$ cat config.mk
export PLATFORM = sky130hd
export DESIGN_NAME = cond_logic_unit
export DESIGN_NICKNAME = d
export VERILOG_FILES = /design/src/rtl/cond_pkg.sv /design/src/rtl/cond_logic_unit_cond_eval.sv /design/src/rtl/cond_logic_unit.sv
export SDC_FILE = /design/constraint.sdc
export NUM_CORES = 1
export LEC_CHECK = 0
export BUFFER_PORTS_ARGS = -buffer_cell sky130_fd_sc_hd__buf_2
export CAP_MARGIN = 30
export CORE_UTILIZATION = 35
export DETAILED_ROUTE_END_ITERATION = 8
export PLACE_DENSITY_LB_ADDON = 0.2
export SYNTH_ARGS = -nofsm -noshare
export SYNTH_HDL_FRONTEND = slang
export SYNTH_SLANG_ARGS = --single-unit
$ cat constraint.sdc
create_clock -name clk -period 4.25 [get_ports clk]
set_input_delay 0.425 -clock clk [delete_from_list [all_inputs] [get_ports clk]]
set_output_delay 0.425 -clock clk [all_outputs]
set_load 0.03 [all_outputs]
$ cat src/rtl/cond_pkg.sv
// -----------------------------------------------------------------------------
// cond_pkg
//   Shared definitions for the conditional-execution unit:
//   - cond_e    : the sixteen 4-bit ARM condition codes
//   - *_IDX     : bit positions of N, Z, C and V inside a {N,Z,C,V} nibble
//   - NV_*      : encodings of the NV_MODE parameter (meaning of cond 4'b1111)
// -----------------------------------------------------------------------------
package cond_pkg;

   typedef enum logic [3:0] {
      COND_EQ = 4'b0000,
      COND_NE = 4'b0001,
      COND_CS = 4'b0010,
      COND_CC = 4'b0011,
      COND_MI = 4'b0100,
      COND_PL = 4'b0101,
      COND_VS = 4'b0110,
      COND_VC = 4'b0111,
      COND_HI = 4'b1000,
      COND_LS = 4'b1001,
      COND_GE = 4'b1010,
      COND_LT = 4'b1011,
      COND_GT = 4'b1100,
      COND_LE = 4'b1101,
      COND_AL = 4'b1110,
      COND_NV = 4'b1111
   } cond_e;

   localparam int N_IDX = 3;
   localparam int Z_IDX = 2;
   localparam int C_IDX = 1;
   localparam int V_IDX = 0;

   localparam logic NV_NEVER  = 1'b0;
   localparam logic NV_ALWAYS = 1'b1;

endpackage : cond_pkg

$ cat src/rtl/cond_logic_unit_cond_eval.sv
// -----------------------------------------------------------------------------
// cond_eval
//   Pure combinational evaluation of a 4-bit condition field against one
//   {N,Z,C,V} flag nibble.
//   Ports:
//     cond_i     [3:0]  condition field
//     flags_i    [3:0]  {N,Z,C,V}
//     nv_mode_i         result to return for cond 4'b1111
//     cond_ex_o         1 = instruction executes
// -----------------------------------------------------------------------------
module cond_eval
   import cond_pkg::*;
(
   input  logic [3:0] cond_i,
   input  logic [3:0] flags_i,
   input  logic       nv_mode_i,
   output logic       cond_ex_o
);

   logic  n_f, z_f, c_f, v_f;
   logic  base;
   cond_e code;

   assign n_f  = flags_i[N_IDX];
   assign z_f  = flags_i[Z_IDX];
   assign c_f  = flags_i[C_IDX];
   assign v_f  = flags_i[V_IDX];
   assign code = cond_e'(cond_i);

   // Codes come in pairs: cond[3:1] picks the base test, cond[0] inverts it.
   // The 1110/1111 pair breaks the pattern, so 1111 is overridden afterwards.
   always_comb begin
      // NOTE: every signal assigned here gets a value before any branch, so
      // no path can leave it unassigned and infer a latch.
      base      = 1'b0;
      cond_ex_o = 1'b0;
      case (cond_i[3:1])
         3'b000: base = z_f;
         3'b001: base = c_f;
         3'b010: base = n_f;
         3'b011: base = v_f;
         3'b100: base = c_f & ~z_f;
         3'b101: base = (n_f == v_f);
         3'b110: base = ~z_f & (n_f == v_f);
         3'b111: base = 1'b1;
      endcase
      cond_ex_o = base ^ cond_i[0];
      if (code == COND_NV) begin
         cond_ex_o = nv_mode_i;
      end
   end

endmodule : cond_eval

$ cat src/rtl/cond_logic_unit.sv
// -----------------------------------------------------------------------------
// cond_logic_unit
//   Conditional-execution unit between decode/ALU and writeback. Keeps one
//   NZCV flag register per context, evaluates the condition field against the
//   instruction's context, gates its write strobes, updates flags under split
//   NZ/CV enables, and registers the result with stall/flush control.
//   Ports:
//     clk, rst_n                 clock, asynchronous active-low reset
//     in_valid, stall, flush     pipeline control
//     in_ctx [CTX_W]             flag context of the instruction
//     cond [4]                   condition field
//     alu_flags [4]              {N,Z,C,V} from the ALU
//     flag_w [2]                 [1] write N,Z   [0] write C,V
//     reg_w, mem_w, pc_s         requested write strobes
//     out_valid, cond_ex_o       registered valid / condition result
//     reg_w_o, mem_w_o, pc_s_o   registered gated strobes
//     dbg_ctx [CTX_W]            debug context select
//     dbg_flags [4]              combinational flag read of dbg_ctx
//     exec_cnt, squash_cnt       saturating executed / squashed counters
// -----------------------------------------------------------------------------
module cond_logic_unit
   import cond_pkg::*;
#(
   parameter int   NUM_CTX = 2,
   parameter int   CTX_W   = (NUM_CTX > 1) ? $clog2(NUM_CTX) : 1,
   parameter logic NV_MODE = NV_NEVER,
   parameter int   CNT_W   = 16
) (
   input  logic             clk,
   input  logic             rst_n,
   input  logic             in_valid,
   input  logic             stall,
   input  logic             flush,
   input  logic [CTX_W-1:0] in_ctx,
   input  logic [3:0]       cond,
   input  logic [3:0]       alu_flags,
   input  logic [1:0]       flag_w,
   input  logic             reg_w,
   input  logic             mem_w,
   input  logic             pc_s,
   output logic             out_valid,
   output logic             cond_ex_o,
   output logic             reg_w_o,
   output logic             mem_w_o,
   output logic             pc_s_o,
   input  logic [CTX_W-1:0] dbg_ctx,
   output logic [3:0]       dbg_flags,
   output logic [CNT_W-1:0] exec_cnt,
   output logic [CNT_W-1:0] squash_cnt
);

   localparam logic [CNT_W-1:0] CNT_MAX = {CNT_W{1'b1}};

   logic [3:0]       flags_q [NUM_CTX];
   logic [3:0]       flags_d [NUM_CTX];
   logic [3:0]       sel_flags;
   logic             ctx_ok;
   logic             eval_ex;
   logic             cond_ex;
   logic             accept;

   logic             out_valid_q, out_valid_d;
   logic             cond_ex_q,   cond_ex_d;
   logic             reg_w_q,     reg_w_d;
   logic             mem_w_q,     mem_w_d;
   logic             pc_s_q,      pc_s_d;
   logic [CNT_W-1:0] exec_cnt_q,   exec_cnt_d;
   logic [CNT_W-1:0] squash_cnt_q, squash_cnt_d;

   // Context selection by explicit match: an in_ctx that matches no context
   // (possible when NUM_CTX is not a power of two) leaves ctx_ok low.
   always_comb begin
      sel_flags = 4'b0000;
      ctx_ok    = 1'b0;
      for (int i = 0; i < NUM_CTX; i++) begin
         if (in_ctx == CTX_W'(i)) begin
            sel_flags = flags_q[i];
            ctx_ok    = 1'b1;
         end
      end
   end

   always_comb begin
      dbg_flags = 4'b0000;
      for (int i = 0; i < NUM_CTX; i++) begin
         if (dbg_ctx == CTX_W'(i)) begin
            dbg_flags = flags_q[i];
         end
      end
   end

   cond_eval u_cond_eval (
      .cond_i    (cond),
      .flags_i   (sel_flags),
      .nv_mode_i (NV_MODE),
      .cond_ex_o (eval_ex)
   );

   assign cond_ex = eval_ex & ctx_ok;
   assign accept  = in_valid & ~stall & ~flush;

   // Flags are read from the registered state, so an instruction is gated by
   // the flags that existed before it; the update is visible one cycle later.
   always_comb begin
      for (int i = 0; i < NUM_CTX; i++) begin
         flags_d[i] = flags_q[i];
         if (accept && cond_ex && (in_ctx == CTX_W'(i))) begin
            if (flag_w[1]) begin
               flags_d[i][N_IDX] = alu_flags[N_IDX];
               flags_d[i][Z_IDX] = alu_flags[Z_IDX];
            end
            if (flag_w[0]) begin
               flags_d[i][C_IDX] = alu_flags[C_IDX];
               flags_d[i][V_IDX] = alu_flags[V_IDX];
            end
         end
      end
   end

   // NOTE: state registers use non-blocking assignments so every flop samples
   // the pre-edge value of the others, independent of statement order.
   always_ff @(posedge clk or negedge rst_n) begin
      if (!rst_n) begin
         // NOTE: the flag bank is a handful of flops whose reset value is
         // architecturally visible, so it is reset like any other register.
         for (int i = 0; i < NUM_CTX; i++) begin
            flags_q[i] <= 4'b0000;
         end
      end else begin
         flags_q <= flags_d;
      end
   end

   // Output stage: flush clears, stall holds, otherwise load (idle loads 0).
   always_comb begin
      out_valid_d = out_valid_q;
      cond_ex_d   = cond_ex_q;
      reg_w_d     = reg_w_q;
      mem_w_d     = mem_w_q;
      pc_s_d      = pc_s_q;
      if (flush) begin
         out_valid_d = 1'b0;
         cond_ex_d   = 1'b0;
         reg_w_d     = 1'b0;
         mem_w_d     = 1'b0;
         pc_s_d      = 1'b0;
      end else if (!stall) begin
         out_valid_d = in_valid;
         cond_ex_d   = in_valid & cond_ex;
         reg_w_d     = in_valid & cond_ex & reg_w;
         mem_w_d     = in_valid & cond_ex & mem_w;
         pc_s_d      = in_valid & cond_ex & pc_s;
      end
   end

   always_comb begin
      exec_cnt_d   = exec_cnt_q;
      squash_cnt_d = squash_cnt_q;
      if (accept) begin
         if (cond_ex) begin
            if (exec_cnt_q != CNT_MAX) begin
               exec_cnt_d = exec_cnt_q + CNT_W'(1);
            end
         end else begin
            if (squash_cnt_q != CNT_MAX) begin
               squash_cnt_d = squash_cnt_q + CNT_W'(1);
            end
         end
      end
   end

   always_ff @(posedge clk or negedge rst_n) begin
      if (!rst_n) begin
         out_valid_q  <= 1'b0;
         cond_ex_q    <= 1'b0;
         reg_w_q      <= 1'b0;
         mem_w_q      <= 1'b0;
         pc_s_q       <= 1'b0;
         exec_cnt_q   <= '0;
         squash_cnt_q <= '0;
      end else begin
         out_valid_q  <= out_valid_d;
         cond_ex_q    <= cond_ex_d;
         reg_w_q      <= reg_w_d;
         mem_w_q      <= mem_w_d;
         pc_s_q       <= pc_s_d;
         exec_cnt_q   <= exec_cnt_d;
         squash_cnt_q <= squash_cnt_d;
      end
   end

   assign out_valid  = out_valid_q;
   assign cond_ex_o  = cond_ex_q;
   assign reg_w_o    = reg_w_q;
   assign mem_w_o    = mem_w_q;
   assign pc_s_o     = pc_s_q;
   assign exec_cnt   = exec_cnt_q;
   assign squash_cnt = squash_cnt_q;

endmodule : cond_logic_unit
* After elaboration in Yosys (flattened, before gate mapping)
Index checks and enable logic that the tools add are counted.
** Operators by class
- Bitwise gates (word level) :: 14
- Equal/unequal tests :: 12
- Reductions and logical operators :: 10
- Mux-type cells :: 14
- Add/subtract/negate cells :: 2
** Operators with widths (count)
- $add 16x1->16 const B :: 2
- $ne 16x16->1 const B :: 2
- $eq 3x3->1 const B :: 4
- $mux 1 :: 11
- $and 1x1->1 :: 8
- $mux 4 :: 2
- $pmux 1 s8 :: 1
- $reduce_and 2->1 :: 4
- $eq 3x2->1 const B :: 2
- $reduce_and 3->1 :: 2
- $not 1->1 :: 5
- $eq 4x4->1 const B :: 1
- $eq 3x1->1 const B :: 1
- $logic_and 1x1->1 :: 3
- $logic_not 3->1 :: 1
- $ne 2x1->1 const B :: 1
- $eq 1x1->1 :: 1
- $xor 1x1->1 :: 1
** Word-level totals
- Word-level logic and storage cells :: 63
- Input port bits :: 20
- Register bits :: 45
- Output and inout bits :: 41

* Logic depth before layout (Yosys ltp)
- Word-level depth :: 10
- Mapped depth :: 9
- Mapped depth without buffers :: 8

* Hierarchy
From an unflattened synthesis, not the netlist that was laid out.
** Second synthesis, totals
- Cells, all modules :: 215
- Area, all modules :: 2356.0 µm²
** Modules (own cells, without submodules)
- cond_logic_unit :: sequential area each 1126.1 µm², area an instance 2189.6 µm², times used 1, cells each 191
- cond_eval :: sequential area each 0.0 µm², area an instance 166.4 µm², times used 1, cells each 24

* Least setup slack after synthesis
Ideal clock, no wire load.
- Path kind :: input port to flip-flop
- From :: in in_ctx
- To :: reg squash_cnt_q[1], in the netlist squash_cnt[1]
- Path slack :: 1867 ps
- Cell stages on the path :: 8
- Setup time :: 125 ps
- Required time :: 4125 ps
- Arrival :: 2257 ps
- Buffers on the path :: 1
- Cell sequence :: buf_4 -> mux2_2 -> o211ai_1 -> o221ai_1 -> a2bb2oi_2 -> xor2_2 -> or3_4 -> mux2_4
** Between the ends
- Cells in the longest elaborated chain, start to end :: 8
- Elaborated cells on any way between the ends :: 10
- Classes of those cells :: 1 x eq/ne; 3 x mux; 5 x bitwise; 1 x reduce/logical
** Ends and longest elaborated chain
- start, declared :: line cond_logic_unit.sv:34 : input logic [CTX_W-1:0] in_ctx,
- $mux 4 (*) :: line cond_logic_unit.sv:76 : if (in_ctx == CTX_W'(i)) begin
- $eq 1x1->1 / $not 1->1 (equally long branches) :: line cond_logic_unit_cond_eval.sv:43, cond_logic_unit_cond_eval.sv:44, cond_logic_unit_cond_eval.sv:42
- $and 1x1->1, on equally long branches :: line cond_logic_unit_cond_eval.sv:44, cond_logic_unit_cond_eval.sv:42
- $pmux 1 s8 (*) :: line cond_logic_unit_cond_eval.sv:37 : case (cond_i[3:1])
- $xor 1x1->1 (*) :: line cond_logic_unit_cond_eval.sv:47 : cond_ex_o = base ^ cond_i[0];
- $mux 1 (*) :: line cond_logic_unit_cond_eval.sv:48 : if (code == COND_NV) begin
- $not 1->1 (no line) (*)
- $reduce_and 3->1 (no line) (*)
- end signal, assigned :: line cond_logic_unit.sv:188 : squash_cnt_q <= squash_cnt_d;
- end, declared :: line cond_logic_unit.sv:68 : logic [CNT_W-1:0] squash_cnt_q, squash_cnt_d;
Every way passes the cells marked *; elsewhere a longest branch is shown, timed or not.
A chain may end at the register's enable or synchronous reset.

* Final worst setup path
- From :: reg flags_q[0] (netlist name)
- To :: reg squash_cnt_q[1], in the netlist squash_cnt[1]
** Between the ends
- Cells in the longest elaborated chain, start to end :: 8
** Ends and longest elaborated chain
- start, declared :: line cond_logic_unit.sv:54 : logic [3:0] flags_q [NUM_CTX];
- start signal, assigned :: line cond_logic_unit.sv:130 : flags_q <= flags_d;
- $mux 4 (*) :: line cond_logic_unit.sv:76
- $eq 1x1->1 :: line cond_logic_unit_cond_eval.sv:43, cond_logic_unit_cond_eval.sv:44
- $and 1x1->1 :: line cond_logic_unit_cond_eval.sv:44 : 3'b110: base = ~z_f & (n_f == v_f);
- $pmux 1 s8 (*) :: line cond_logic_unit_cond_eval.sv:37
- $xor 1x1->1 (*) :: line cond_logic_unit_cond_eval.sv:47
- $mux 1 (*) :: line cond_logic_unit_cond_eval.sv:48
- $not 1->1 (no line) (*)
- $reduce_and 3->1 (no line) (*)
Marked as above.

==> metrics.log <==
[metrics] count of vias placed by the detailed router: 1778
[metrics] post-CTS clock slew at the launch and capture registers of the worst setup and hold paths: 0.08 ns
[metrics] fraction of layout cells with a size suffix above 1: 35.2%
[metrics] ratio of final minimum period to clock period: 68.6%
[metrics] commonest cells after routing, fill and taps aside: sky130_fd_sc_hd__buf_2, sky130_fd_sc_hd__dfrtp_1, sky130_fd_sc_hd__nand2_1
[metrics] total core area: 6390 µm²
[metrics] antenna-violating nets left: 0
[metrics] wirelength, routed: 4820 µm
[metrics] library cell occupying the most area in the post-synthesis netlist: sky130_fd_sc_hd__dfrtp_1
[metrics] die extent in x: 83.4 µm
[metrics] number of placement rows: 29
[metrics] Post-CTS Hold Buffers: 0
[metrics] pin count of the biggest net entering global routing: 32
[metrics] Resized cells post-CTS: 0
[metrics] final-report max-slew violation count: 0
[metrics] maximum achievable frequency: 343 MHz
[metrics] worst slack after detailed placement: 1.17 ns
[metrics] number of synthesized register bits: 45
[metrics] number of global-route vias before repair: 1587
[metrics] All-Layer GR Usage: 14.5%
[metrics] CP startpoint kind: flop
[metrics] endpoint type of the worst setup path: flop
[metrics] TritonCTS clock tree: yes
[metrics] net count of the mapped netlist: 228
[metrics] reported max-cap violation count: 0
[metrics] synthesized area per cell: 11.2 µm²
[metrics] accumulated negative setup slack: 0 ns
[metrics] Die H: 83.4 µm
[metrics] final critical-path setup slack: 1.34 ns
[metrics] number of unique standard cell types used by synthesis: 40
[metrics] initial antenna violation count: 0
[metrics] CP arrival: 3.09 ns
[metrics] CTS Buf Count: 5
[metrics] power density over the cells: 440 nW/µm²
[metrics] max_slew headroom: 47.0%
[metrics] worst supply voltage drop on vdd: 0.280 mV
[metrics] Remaining DRCs: 0
[metrics] CTS H-tree depth: 2
[metrics] actual slew at the worst max-slew pin: 0.795 ns
[metrics] status: complete, no violations
[metrics] hpwl dp: 3470 µm
[metrics] Hold Slack: 0.0395 ns
[metrics] Cells after Synth: 206
[metrics] most common library cell in the layout ignoring fill and taps: sky130_fd_sc_hd__buf_2
[metrics] worst setup skew after layout: 0.00892 ns
[metrics] Pre-Repair DR Iteration Count: 4
[metrics] weighted congestion reported at the end of routability-driven placement: 0.691
[metrics] Layout Nets: 292
[metrics] # IOs: 61
[metrics] synthesis warning total: 0
[metrics] netlist area before placement: 2320 µm²
[metrics] Layout area overhead: 21.6%
[metrics] share of the core filled with cells in the final layout: 44.1%
[metrics] Hold Path Class: in -> async
[metrics] endpoints failing hold: 0
[metrics] post-CTS setup buffer count: 0
[metrics] clock insertion delay at the later pin of the skew report: 0.29 ns
[metrics] top area cells in the synthesized netlist: sky130_fd_sc_hd__dfrtp_1, sky130_fd_sc_hd__mux2_2, sky130_fd_sc_hd__xor2_1
[metrics] average wire length per cell after detail routing: 13.9 µm
[metrics] global route overflow: 0
[metrics] First DRT Iteration DRCs: 44
[metrics] leakage power total: 0.00147 µW
[metrics] clk sink count: 45
[metrics] worst-path maximum fanout: 21
[metrics] total inserted antenna cells: 0
[metrics] fraction of synthesized cell area taken by the top area cell type: 48.6%
[metrics] largest buffer count on any clock path: 2
[metrics] input/output buffers: 60
[metrics] setup violation total in the final timing report: 0
[metrics] first-pass GRT wire length: 8110 µm
[metrics] critical path class: reg -> reg
[metrics] Die Outline Area: 6950 µm²
[metrics] data required time at the worst endpoint: 4.43 ns
[metrics] total power of the final layout: 1240 µW
[metrics] post-route minimum period: 2.91 ns
[metrics] DR vias/cell: 5.12
[metrics] RSZ-0062 raised after global routing: no
[metrics] fraction of the yosys area taken by sequential cells: 48.6%
[metrics] root cell of the clock tree: sky130_fd_sc_hd__clkbuf_8
[metrics] initial standard-cell utilization of the core: 36.3%
==> final timing paths <==
path                            start            end  slack (ns)  depth (start not counted)
setup / recovery           flags_q[0]  squash_cnt[1]        1.34                          8
setup reg to reg           flags_q[0]  squash_cnt[1]        1.34                          8
hold reg to reg             cond_ex_o      cond_ex_o        0.48                          1
min in group clk                flush      out_valid        0.31                          2
hold / removal                  rst_n        reg_w_o        0.04                          1
max in group asynchronous       rst_n     flags_q[7]        3.72                          2
==> per-layer routing <==
metal	GRT usage [%]	wire (µm)	vias up
met5	0	0	-
met4	5.17	71	0
met3	3.18	200	6
met2	21.9	2170	44
met1	20.6	2380	854
li1	-	-	874
==> registers in the layout (all words and copies together) (netlist names) <==
register and count:
reg_w_o 1, flags_q 8, squash_cnt 16, cond_ex_o 1
out_valid 1, mem_w_o 1, exec_cnt 16, pc_s_o 1
==> per-stage QoR <==
stage                     cells  cell area (µm²)
after global routing        347             2820
final                       347             2820
after global placement      339             2690
after detailed placement    340             2710
after CTS                   347             2820
after floorplan             206             2320
==> cell usage after synthesis <==
master and number:
sky130_fd_sc_hd__dfrtp_1 45, sky130_fd_sc_hd__nand2_1 21, sky130_fd_sc_hd__xor2_1 19, sky130_fd_sc_hd__nand4_1 16, sky130_fd_sc_hd__mux2_2 15, sky130_fd_sc_hd__and3_1 13
sky130_fd_sc_hd__xnor2_1 11, sky130_fd_sc_hd__nor3_1 9, sky130_fd_sc_hd__nor2_1 6, sky130_fd_sc_hd__nor4_1 6, sky130_fd_sc_hd__a22o_1 3, sky130_fd_sc_hd__mux2i_1 3
sky130_fd_sc_hd__nand3_1 3, sky130_fd_sc_hd__a21o_1 2, sky130_fd_sc_hd__a21oi_1 2, sky130_fd_sc_hd__buf_4 2, sky130_fd_sc_hd__clkbuf_1 2, sky130_fd_sc_hd__ha_1 2
sky130_fd_sc_hd__nand4b_1 2, sky130_fd_sc_hd__nor2b_1 2, sky130_fd_sc_hd__nor3b_1 2, sky130_fd_sc_hd__nor4b_2 2, sky130_fd_sc_hd__a211oi_1 1, sky130_fd_sc_hd__a2bb2oi_2 1
sky130_fd_sc_hd__a31oi_1 1, sky130_fd_sc_hd__and2_1 1, sky130_fd_sc_hd__and3b_1 1, sky130_fd_sc_hd__buf_1 1, sky130_fd_sc_hd__buf_2 1, sky130_fd_sc_hd__buf_6 1
sky130_fd_sc_hd__mux2_4 1, sky130_fd_sc_hd__mux4_2 1, sky130_fd_sc_hd__nand2b_1 1, sky130_fd_sc_hd__o211ai_1 1, sky130_fd_sc_hd__o21a_1 1, sky130_fd_sc_hd__o221ai_1 1
sky130_fd_sc_hd__or2_2 1, sky130_fd_sc_hd__or3_4 1, sky130_fd_sc_hd__or4b_2 1, sky130_fd_sc_hd__xor2_2 1
==> kinds of logic after synthesis <==
logic type	synth area share (%)
adder cells (fa/ha/maj)	1.08
AO/OA/AOI/OAI	4.48
AND/OR/NAND/NOR	21.8
multiplexers	10.2
XOR/XNOR	12.0
flip-flops	48.6
buffers and inverters	1.84
==> critical path: stages (launching register included) <==
cell and delay, ns:
sky130_fd_sc_hd__dfrtp_1 0.43, sky130_fd_sc_hd__xnor2_1 0.16, sky130_fd_sc_hd__mux4_2 0.46, sky130_fd_sc_hd__and3_1 0.20, sky130_fd_sc_hd__a2bb2oi_2 0.14, sky130_fd_sc_hd__xor2_2 0.64
sky130_fd_sc_hd__buf_4 0.33, sky130_fd_sc_hd__or3_4 0.16, sky130_fd_sc_hd__mux2_4 0.29
==> cell type report <==
cell class / count / area, µm²
repair buffers: 64 / 343
clock inverters: 2 / 35.0
multi-input cells: 154 / 1150
well taps: 77 / 96.3
clock buffers: 5 / 68.8
flip-flops and latches: 45 / 1130
fillers: 648 / 3570
==> power breakdown <==
group | internal [µW] | switching (µW)
Clock | 171 | 139
Combinational | 149 | 216
Sequential | 488 | 76.5
Total | 808 | 432
No activity file was read; power rests on OpenSTA's default activity.
